--- src/rtl/serial_mag_cmp.sv ---
// Bit-serial magnitude comparator: scans two WIDTH-bit operands MSB first,
// one bit per clock, stopping at the first differing bit. Unsigned or two's-complement.
module serial_mag_cmp #(
   parameter int WIDTH = 8
) (
   input  logic             clk,
   input  logic             rst,
   input  logic             start,
   input  logic             signed_mode,
   input  logic [WIDTH-1:0] a,
   input  logic [WIDTH-1:0] b,
   output logic             busy,
   output logic             done,
   output logic             gt,
   output logic             eq,
   output logic             lt
);

   localparam int IW = (WIDTH > 1) ? $clog2(WIDTH) : 1;

   localparam logic [1:0] S_IDLE = 2'd0;
   localparam logic [1:0] S_CMP  = 2'd1;
   localparam logic [1:0] S_DONE = 2'd2;

   logic [1:0]       state, nstate;
   logic [WIDTH-1:0] ra, rb;
   logic             rsm;
   logic [IW-1:0]    idx;

   logic abit, bbit, differ, decide, sign_pos, accept;

   assign abit     = ra[idx];
   assign bbit     = rb[idx];
   assign differ   = abit ^ bbit;
   assign decide   = differ || (idx == '0);
   // In signed mode the sign bit carries negative weight, so its sense flips.
   assign sign_pos = rsm && (idx == IW'(WIDTH-1));
   assign accept   = start && ((state == S_IDLE) || (state == S_DONE));

   always_ff @(posedge clk or posedge rst) begin
      if (rst) state <= S_IDLE;
      else     state <= nstate;
   end

   always_comb begin
      nstate = S_IDLE;
      case (state)
         S_IDLE:  nstate = start  ? S_CMP  : S_IDLE;
         S_CMP:   nstate = decide ? S_DONE : S_CMP;
         S_DONE:  nstate = start  ? S_CMP  : S_IDLE;
         default: nstate = S_IDLE;
      endcase
   end

   always_comb begin
      busy = (state == S_CMP);
      done = (state == S_DONE);
   end

   always_ff @(posedge clk or posedge rst) begin
      if (rst) begin
         ra  <= '0;
         rb  <= '0;
         rsm <= 1'b0;
         idx <= '0;
         gt  <= 1'b0;
         eq  <= 1'b0;
         lt  <= 1'b0;
      end else if (accept) begin
         ra  <= a;
         rb  <= b;
         rsm <= signed_mode;
         idx <= IW'(WIDTH-1);
      end else if (state == S_CMP) begin
         if (decide) begin
            gt <= differ & (sign_pos ? bbit : abit);
            lt <= differ & (sign_pos ? abit : bbit);
            eq <= ~differ;
         end else begin
            idx <= idx - 1'b1;
         end
      end
   end

endmodule

--- config.mk ---
export PLATFORM = sky130hd
export DESIGN_NAME = serial_mag_cmp
export DESIGN_NICKNAME = d
export VERILOG_FILES = /design/src/rtl/serial_mag_cmp.sv
export SDC_FILE = /design/constraint.sdc
export NUM_CORES = 1
export LEC_CHECK = 0
export BUFFER_PORTS_ARGS = -buffer_cell sky130_fd_sc_hd__buf_2
export CORE_MARGIN = 4
export CORE_UTILIZATION = 60
export CTS_BUF_LIST = sky130_fd_sc_hd__clkbuf_8
export DETAILED_ROUTE_END_ITERATION = 8
export PLACE_DENSITY = 0.93
export SLEW_MARGIN = 20
export SYNTH_ARGS = -nofsm -noshare
export SYNTH_HDL_FRONTEND = slang
export SYNTH_SLANG_ARGS = --single-unit
--- constraint.sdc ---
create_clock -name clk -period 4.5 [get_ports clk]
set_input_delay 0.225 -clock clk [delete_from_list [all_inputs] [get_ports clk]]
set_output_delay 0.225 -clock clk [all_outputs]
set_load 0.01 [all_outputs]
==> impl_metrics.yaml <==
status:
  status: "complete, no violations"
logic_synthesis:
  synth_seq_area_share: 0.5005
  async_flop_share: 1.000
  synth-simple-area-share: 0.1101
  synth_edf_count: 0
  synth_nets: 118
  syn_inst: 95
  ys_types: 28
  synth-xor-area-share: 0.01301
  synth.area.top_cells: "dfrtp_1 (50%), mux2_2 (15%), mux4_2 (7.2%)"
  yosysTopAreaCellShare: 0.5005
  synth_area_leader_cell: "dfrtp_1"
  synth_top_family_by_area: "multiplexers"
  syn_area_per_cell_um2: 13.16
  syn_area_um2: 1250
  synth_compound_area_frac: 0.03804
  synthAdderAreaFrac: 0.03003
  ys_seq_elements: 25
  synth_flop_cell: "dfrtp_1"
  ys_warn_count: 0
  synth_mux_area_frac: 0.2773
critical_path:
  crit_buf_inv: 0
  path_cells: "mux4_2, mux2i_4, xor2_2, or4_1, nand3b_1"
  path_class: "reg2reg"
  cp-start-kind: "register"
  crit_family: "multiplexers"
  r2r_setup_slack_ns: 2.30
  end_kind: "register"
  cp_max_fo: 8
  r2r_cells: 5
  worstReg2RegStart: "idx[0]"
  critPathSlowestCell: "mux4_2"
  timing.rr.end: "idx[2]"
  cp.arrival_ns: 2.41
  slowest_delay_ns: 0.59
  crit_start: "idx[0]"
  critical_path_required_ns: 4.71
sta:
  fin_tns_setup_ns: 0
  rsz0062_at_grt: "false"
  fmax_mhz: 454.0
  final.period_utilization: 0.4895
  clock_skew_ns: 0.001854
  relSlewSlack: 0.3930
  post-route-min-period_ns: 2.203
  final-setup-viol-count: 0
  hold_viol_final: 0
  maxSlewViolCount: 0
  tightestPinTransition_ns: 0.9095
die:
  coreArea_um2: 1962
  die-width_um: 53.64
  die_h_um: 53.64
  die_area_um2: 2877
  rows: 16
  io_pins: 25
  start_util: 0.6371
clocking:
  worstSkewPairLatency_ns: 0.27
  cts_tree: "done"
  cts_setup_buffers: 0
  cts_buffers: 3
  htreeDepth: 1
  ctsResizeCount: 0
  path_clk_slew_ns: 0.08
  cts_max_path_buffers: 2
  clock_sinks: 25
  cts_hold_buf: 0
  cts-root-buf: "clkbuf_8"
power_and_ir_drop:
  peakVddDrop_mv: 0.3892
  power.leakage_nw: 0.6624
  p_per_area_nw_per_um2: 732.2
global_route:
  track_usage: 0.1924
  grt_pass1_vias: 886
  grt_pass1_wl_mm: 3.829
  overflow: 0
  grt_antenna_before_repair: 0
  grt_max_degree: 26
finish:
  insertedDiodeCount: 0
  syn2layout_area_growth_pct: 14.61
  instances_no_fill: 147
  drive_gt1_frac: 0.4500
  final_nets: 144
route:
  wirelength_mm: 2.270
  vias_per_cell: 5.707
  route.detailed.drc: 0
  drtIter0Drc: 7
  first_pass_iters: 4
  dr_total_vias: 839
  antenna_left: 0
  wl_per_cell_um: 15.44
worst_hold_path:
  hold_path.class: "in2async"
flow_run:
  drv_cap: 0
place:
  placed_cells: 143
  gp_congestion: 0.8450
  numPortBuffers: 24
-- power by group --
part / switching (W) / internal [W] / total [W]
clock: 0.0000693 / 0.0000611 / 0.000130
combinational: 0.000238 / 0.000267 / 0.000506
sequential: 0.0000806 / 0.000332 / 0.000413
-- metrics by stage --
step | cell area [µm²] | util | hold slack (ns) | setup WS [ns] | total power, W
after floorplan | 1250 | - | 0.2523 | 2.516 | 0.0008179
after global placement | 1388 | 0.7073 | 0.4385 | 2.386 | 0.0008842
after detailed placement | 1388 | 0.7073 | 0.4595 | 2.311 | 0.0009276
after CTS | 1433 | 0.7302 | 0.1686 | 2.287 | 0.001059
after global routing | 1433 | 0.7302 | 0.1756 | 2.153 | 0.001132
final | 1433 | 0.7302 | 0.1459 | 2.297 | 0.001049
-- worst max-delay path by stage --
stage,end,slack [ns],cells after the start
after detailed placement,idx[2],2.31,5
after global routing,idx[0],2.15,5
after floorplan,idx[2],2.52,6
final,idx[2],2.30,5
after global placement,idx[2],2.39,5
after CTS,idx[2],2.29,5
-- layer usage --
metal / up-vias / global-route usage / wire (µm)
met4: 0 / 0.1149 / 56
met1: 417 / 0.2239 / 903
met5: - / 0 / 0
li1: 386 / - / -
met3: 7 / 0.04155 / 116
met2: 29 / 0.3245 / 1194
-- area by class of cell --
class | instances | area, µm²
sequential | 25 | 625.6
multi-input combinational | 62 | 585.6
fill | 151 | 529.3
timing repair buffer | 25 | 127.6
clock buffer | 3 | 41.29
tap | 27 | 33.78
inverter | 4 | 15.01
clock inverter | 1 | 3.754
-- logic make-up after synthesis --
family	after synthesis
fa+ha+maj	3
compound gates	8
xor+xnor	1
flops	25
buf+inv	8
mux	25
simple gates	25
-- placed cells by master, fill, tap and decap left out --
cell type  count
dfrtp_1       25
buf_2         24
mux2_2        17
nor2_1         6
inv_1          5
mux4_2         4
nand2_1        4
nor2b_1        3
nand2b_1       3
ha_1           3
clkbuf_8       3
mux2i_4        2
and3_1         2
o21ai_1        2
o211ai_1       2
a21oi_1        2
mux2i_1        2
xor2_2         1
o21ai_0        1
or4_1          1
nand3b_1       1
nand3_1        1
or2_2          1
and2b_1        1
o31ai_1        1
nor3_2         1
or2_1          1
buf_4          1
-- synth_stat cells, types with 3 or more instances --
| cell | number |
|---|---|
| ha_1 | 3 |
| inv_1 | 4 |
| dfrtp_1 | 25 |
| mux4_2 | 4 |
| nor2_1 | 6 |
| nand2_1 | 4 |
| nor2b_1 | 3 |
| nand2b_1 | 3 |
| mux2_2 | 17 |
-- flip-flops by register name, summed over array words and instances, names as in the netlist --
register,flops
lt,1
rb,8
ra,8
idx,3
eq,1
gt,1
rsm,1
state,2
Power figures use the tool's default switching activity.
